==> src/rtl/neuron_scheduler_pkg.sv <==
// Shared definitions for the LIF neuron scheduler: FSM encoding and default sizing.
package neuron_scheduler_pkg;

  localparam int DEF_STATE_W      = 8;
  localparam int DEF_DECAY_SHIFT  = 4;
  localparam int DEF_THRESH_RESET = 32;

  typedef enum logic [1:0] {
    ST_IDLE  = 2'd0,
    ST_FETCH = 2'd1,
    ST_EMIT  = 2'd2,
    ST_DONE  = 2'd3
  } sched_state_t;

endpackage

==> src/rtl/neuron_scheduler_lif_update.sv <==
// Combinational leaky integrate-and-fire update: leak, saturating add, spike test.
// Zero latency; no flow control of its own.
module lif_update
  import neuron_scheduler_pkg::*;
#(
  parameter int STATE_W     = DEF_STATE_W,
  parameter int DECAY_SHIFT = DEF_DECAY_SHIFT
) (
  input  logic [STATE_W-1:0] s,
  input  logic               p,
  input  logic [STATE_W-1:0] x,
  input  logic [STATE_W-1:0] threshold,
  output logic [STATE_W-1:0] s_next,
  output logic               p_next
);

  logic [STATE_W-1:0] carried;
  logic [STATE_W:0]   sum;

  // A neuron that spiked last step carries nothing forward (post-spike reset).
  always_comb begin
    carried = p ? '0 : (s >> DECAY_SHIFT);
    sum     = {1'b0, x} + {1'b0, carried};
    s_next  = sum[STATE_W] ? '1 : sum[STATE_W-1:0];
    p_next  = (s >= threshold);
  end

endmodule

==> src/rtl/neuron_scheduler.sv <==
// Time-multiplexed LIF scheduler; step_start -> step_done takes 2*NUM_NEURONS+1 cycles unstalled.
// Stalls in FETCH while in_valid is low and in EMIT while out_ready is low.
module neuron_scheduler
  import neuron_scheduler_pkg::*;
#(
  parameter int NUM_NEURONS  = 4,
  parameter int STATE_W      = DEF_STATE_W,
  parameter int DECAY_SHIFT  = DEF_DECAY_SHIFT,
  parameter int THRESH_RESET = DEF_THRESH_RESET,
  parameter int IDX_W        = $clog2(NUM_NEURONS),
  parameter int CNT_W        = $clog2(NUM_NEURONS + 1)
) (
  input  logic               clk,
  input  logic               reset,
  input  logic               step_start,
  input  logic               clear_state,
  input  logic               cfg_we,
  input  logic [STATE_W-1:0] cfg_threshold,
  input  logic               in_valid,
  output logic               in_ready,
  output logic [IDX_W-1:0]   in_idx,
  input  logic [STATE_W-1:0] in_data,
  output logic               out_valid,
  input  logic               out_ready,
  output logic [IDX_W-1:0]   out_idx,
  output logic               out_spike,
  output logic               busy,
  output logic               step_done,
  output logic [CNT_W-1:0]   spike_count,
  output logic [STATE_W-1:0] threshold
);

  sched_state_t             fsm;
  logic [IDX_W-1:0]         idx;
  logic [CNT_W-1:0]         count;
  logic [STATE_W-1:0]       mem [NUM_NEURONS];
  logic [NUM_NEURONS-1:0]   flag;
  logic [STATE_W-1:0]       upd_state;
  logic                     upd_spike;

  assign in_idx = idx;

  lif_update #(
    .STATE_W     (STATE_W),
    .DECAY_SHIFT (DECAY_SHIFT)
  ) u_lif (
    .s         (mem[idx]),
    .p         (flag[idx]),
    .x         (in_data),
    .threshold (threshold),
    .s_next    (upd_state),
    .p_next    (upd_spike)
  );

  always_ff @(posedge clk) begin
    if (!reset) begin
      fsm         <= ST_IDLE;
      idx         <= '0;
      count       <= '0;
      threshold   <= STATE_W'(THRESH_RESET);
      in_ready    <= 1'b0;
      out_valid   <= 1'b0;
      out_idx     <= '0;
      out_spike   <= 1'b0;
      busy        <= 1'b0;
      step_done   <= 1'b0;
      spike_count <= '0;
      flag        <= '0;
      for (int i = 0; i < NUM_NEURONS; i++) mem[i] <= '0;
    end else begin
      step_done <= 1'b0;
      case (fsm)
        ST_IDLE: begin
          // Threshold lands before the first FETCH, so a same-cycle step uses it.
          if (cfg_we) threshold <= cfg_threshold;
          if (step_start) begin
            fsm      <= ST_FETCH;
            idx      <= '0;
            count    <= '0;
            in_ready <= 1'b1;
            busy     <= 1'b1;
          end else if (clear_state) begin
            flag <= '0;
            for (int i = 0; i < NUM_NEURONS; i++) mem[i] <= '0;
          end
        end
        ST_FETCH: begin
          if (in_valid) begin
            mem[idx]  <= upd_state;
            flag[idx] <= upd_spike;
            out_idx   <= idx;
            out_spike <= upd_spike;
            count     <= count + CNT_W'(upd_spike);
            in_ready  <= 1'b0;
            out_valid <= 1'b1;
            fsm       <= ST_EMIT;
          end
        end
        ST_EMIT: begin
          if (out_ready) begin
            out_valid <= 1'b0;
            if (idx == IDX_W'(NUM_NEURONS - 1)) begin
              fsm         <= ST_DONE;
              step_done   <= 1'b1;
              spike_count <= count;
            end else begin
              idx      <= idx + 1'b1;
              in_ready <= 1'b1;
              fsm      <= ST_FETCH;
            end
          end
        end
        ST_DONE: begin
          busy <= 1'b0;
          fsm  <= ST_IDLE;
        end
        default: fsm <= ST_IDLE;
      endcase
    end
  end

endmodule

==> config.mk <==
export PLATFORM = sky130hd
export DESIGN_NAME = neuron_scheduler
export DESIGN_NICKNAME = d
export VERILOG_FILES = /design/src/rtl/neuron_scheduler_pkg.sv /design/src/rtl/neuron_scheduler_lif_update.sv /design/src/rtl/neuron_scheduler.sv
export SDC_FILE = /design/constraint.sdc
export NUM_CORES = 1
export LEC_CHECK = 0
export CORE_MARGIN = 2
export CORE_UTILIZATION = 30
export DETAILED_ROUTE_END_ITERATION = 10
export GPL_TIMING_DRIVEN = 0
export PLACE_DENSITY_LB_ADDON = 0.1
export SLEW_MARGIN = 20
export SYNTH_ARGS = -nofsm -noshare
export SYNTH_HDL_FRONTEND = slang
export SYNTH_SLANG_ARGS = --single-unit
==> constraint.sdc <==
create_clock -name clk -period 2.75 [get_ports clk]
set_clock_uncertainty 0.05 [all_clocks]
set_input_delay 0.825 -clock clk [delete_from_list [all_inputs] [get_ports clk]]
set_output_delay 0.825 -clock clk [all_outputs]
set_load 0.01 [all_outputs]
==> key figures <==
Synth
  • Post-Syn Instances: 294
  • Synthesis Warnings: 0
  • Post-synth top area share: 31.09%
  • Syn nets: 336
  • Syn Area/Cell: 10.51 um2
  • Register area share after synthesis: 51.17%
  • Yosys reg bits: 63
  • Main flop type after synthesis: edfxtp_1
  • Synth cell types: 43
  • Syn Std Cell Area: 0.003090 mm2
  • Post-synth EDFFs: 32
  • Leading post-synthesis cells by cell area: edfxtp_1, dfxtp_1, ha_1, mux4_2, nor2_1
  • Synth area leader: edfxtp_1
  • Fraction of registers with async set/reset: 0%

Power
  • Logic gate share of total power: 20.1%
  • Power Density: 523.9 mW/mm2
  • Sw Share: 27.78%
  • Clock power frac: 31.8%
  • Pleak: 1.546 nW
  • Peak VDD IR: 0.2140 mV
  • Internal power: 0.001582 W
  • Sequential power share: 48.2%
  • Power, Total: 0.002190 W
  • Switch Pwr: 0.0006083 W

Clocking
  • H-tree depth: 3
  • CTS Hold Bufs: 0
  • Clk buf depth: 2
  • Clk_lat worst skew: 0.34 ns
  • Root Driver: clkbuf_8
  • Total clock sinks: 63
  • Num CTS Buffers: 9
  • CTS tree: done
  • CTS clock-pin slew for the worst setup and hold paths: 0.07 ns

Worst setup path
  • Crit end category: register
  • CP arrival: 2.86 ns
  • Worst Setup Path Type: register to register
  • Worst Setup EP: mem[2][7]
  • Reg2Reg Setup Slack: -0.07 ns
  • Reg2Reg Depth: 9
  • Critical path fanouts, max: 5
  • R2r endpoint: mem[2][7]
  • Worst path required time: 2.79 ns
  • Critical path startpoint category: register

GRT
  • GRT Overall Usage: 14.36%
  • First-pass GRT wire length: 12240 um
  • Vias in the first global route: 2273
  • Largest net degree at the start of global routing: 12
  • Grt ovf: 0
  • Initial antenna violation count: 0

Floorplan
  • Chip height: 105.5 um
  • Die area: 0.01113 mm2
  • Die Wd: 105.5 um
  • Initial Util: 30.48%
  • Core ar.: 0.01014 mm2
  • Core Rows: 37
  • Io pins: 43

STA
  • Final setup viols: 10
  • Minimum clock period: 2.824 ns
  • F_max: 354.1 MHz
  • Final hold vios: 0
  • RSZ-0062 raised after global routing: true
  • Final hold slack: 0.4248 ns
  • Worst slew margin: 58.90%
  • Max-slew violations: 0
  • Worst Tran Pin Value: 0.6166 ns
  • PnR worst setup slack: -0.07402 ns
  • Tcrit/Tclk final: 102.7%

Drt
  • Antenna Nets Post-Route: 0
  • Via count: 2338
  • Initial DRT Pass Iterations: 4
  • Post-DR wirelength/cell: 15.46 um
  • Drt drc: 0
  • Final WL: 7651 um
  • DR iter-0 viols: 66
  • Vias/cell: 4.723

Place
  • Routability cong.: 0.7487
  • Post-DP Area: 0.003695 mm2
  • Port bufs: 41
  • Detail Placement HPWL: 5318 um
  • Placed cells: 471

Run status
  • Status: finished with violations
  • Failing checks: negative setup slack

Final layout
  • Final Instance Area: 0.004180 mm2
  • Final core occ: 41.23%
  • Share of cells above drive strength 1: 23.12%
  • Diode count: 0
  • Nets@finish: 396
  • Area delta synth->final: 35.26%
  • Filler-free cell count of the finished design: 495

Worst hold path
  • Hold crit path type: register to register

Flow run
  • Total of max-cap violations: 0
-- registers in the layout, summed over array words and instances, names as in the netlist, 2 cells and up, named ones only --
| name | count |
|---|---|
| spike_count | 3 |
| threshold | 8 |
| in_idx | 2 |
| out_idx | 2 |
| count | 3 |
| fsm | 2 |
| flag | 4 |
| mem | 32 |
-- metrics by stage --
stage	setup slack, ns	setup TNS [ns]
2_1_floorplan	0.02905	0
3_3_place_gp	-0.6094	-27.04
3_5_place_dp	-0.5486	-26.55
4_1_cts	-0.1233	-1.087
5_1_grt	-0.1712	-2.406
6_report	-0.07402	-0.4331
-- worst max-delay path, cell delays in order (launching register included) --
cell and delay (ns):
dfxtp_2 0.33, buf_8 0.12, mux4_2 0.52, nor2b_4 0.15, ha_4 0.17, fa_2 0.39, a211oi_4 0.32, nor4b_4 0.24
a211o_1 0.21, nor2_1 0.06
-- Yosys cell counts, types with 2 or more instances --
cell type and instances:
a21oi_1 31, a311oi_1 4, dfxtp_1 31, clkbuf_1 8
nand3_1 4, o21ai_0 4, and2_1 2, edfxtp_1 32
nand2b_1 4, nand2_1 35, xor2_1 2, inv_1 16
a211oi_1 4, mux4_2 9, o21bai_1 2, nor2_1 45
o211ai_1 2, a31oi_1 3, mux2i_1 6, nor3_1 3
nor2b_1 6, ha_1 18, buf_2 2, nand4b_1 2
-- how the worst min path moves through the flow --
| stage | startpoint | end | slack [ns] | depth (start not counted) |
|---|---|---|---|---|
| after floorplan | count[0] | count[0] | 0.40 | 2 |
| after detailed placement | count[1] | count[1] | 0.42 | 2 |
| after CTS | threshold[7] | threshold[7] | 0.43 | 2 |
| final | threshold[2] | threshold[2] | 0.42 | 2 |
| after global placement | busy | busy | 0.41 | 2 |
| after global routing | threshold[0] | threshold[0] | 0.45 | 2 |
-- layout by cell type (no fill, tap or decap), drive strengths merged, types with 4 or more instances in the layout --
cell            n
clkbuf         17
a311oi          4
mux4            9
nand2b          4
nor2b           6
edfxtp         32
nand2          35
nor2           45
o21ai           5
buf            13
nand3           4
clkinv          5
inv            16
a21oi          31
ha             18
dfxtp          31
a211oi          4
mux2i           6
clkdlybuf4s50  41
-- per-layer routing --
layer  vias up  wire (um)  GRT usage (%)  share of wire (%)
met3         4        294          4.143                3.8
li1       1168          -              -                  -
met4         0         55          3.947               0.72
met2        47       3545          21.84                 46
met1      1119       3755          19.98                 49
met5         -          0              0                  0
-- area by class of cell --
cell class | count | area (um2)
Buffer | 9 | 53.80
Clock buffer | 11 | 141.4
Clock inverter | 5 | 25.02
Fill cell | 1015 | 5958
Inverter | 16 | 60.06
Multi-Input combinational cell | 204 | 1634
Sequential cell | 63 | 1585
Tap cell | 136 | 170.2
Timing Repair Buffer | 51 | 510.5
-- power groups by stage --
stage	clock [W]	combinational [W]	sequential, W
global route	0.000751	0.000483	0.00106
finish	0.000696	0.000439	0.00106
detailed placement	0	0.000356	0.00108
global placement	0	0.000355	0.00108
floorplan	0	0.000217	0.00108
CTS	0.000724	0.000404	0.00106
-- cells by family after synthesis --
group           count (synthesis)  synth area share, %
xor+xnor                        3               0.8504
simple gates                  107                15.51
flops                          63                51.17
compound gates                 59                12.07
buf+inv                        27                3.603
fa+ha+maj                      19                7.935
mux                            16                8.866
-- what timing repair did --
action	CTS	global route
hold endpoints to repair	0	0
gates resized for setup	29	22
pin swaps	10	10
setup endpoints to repair	67	67
setup buffers	6	4
Power figures use the tool's default switching activity.
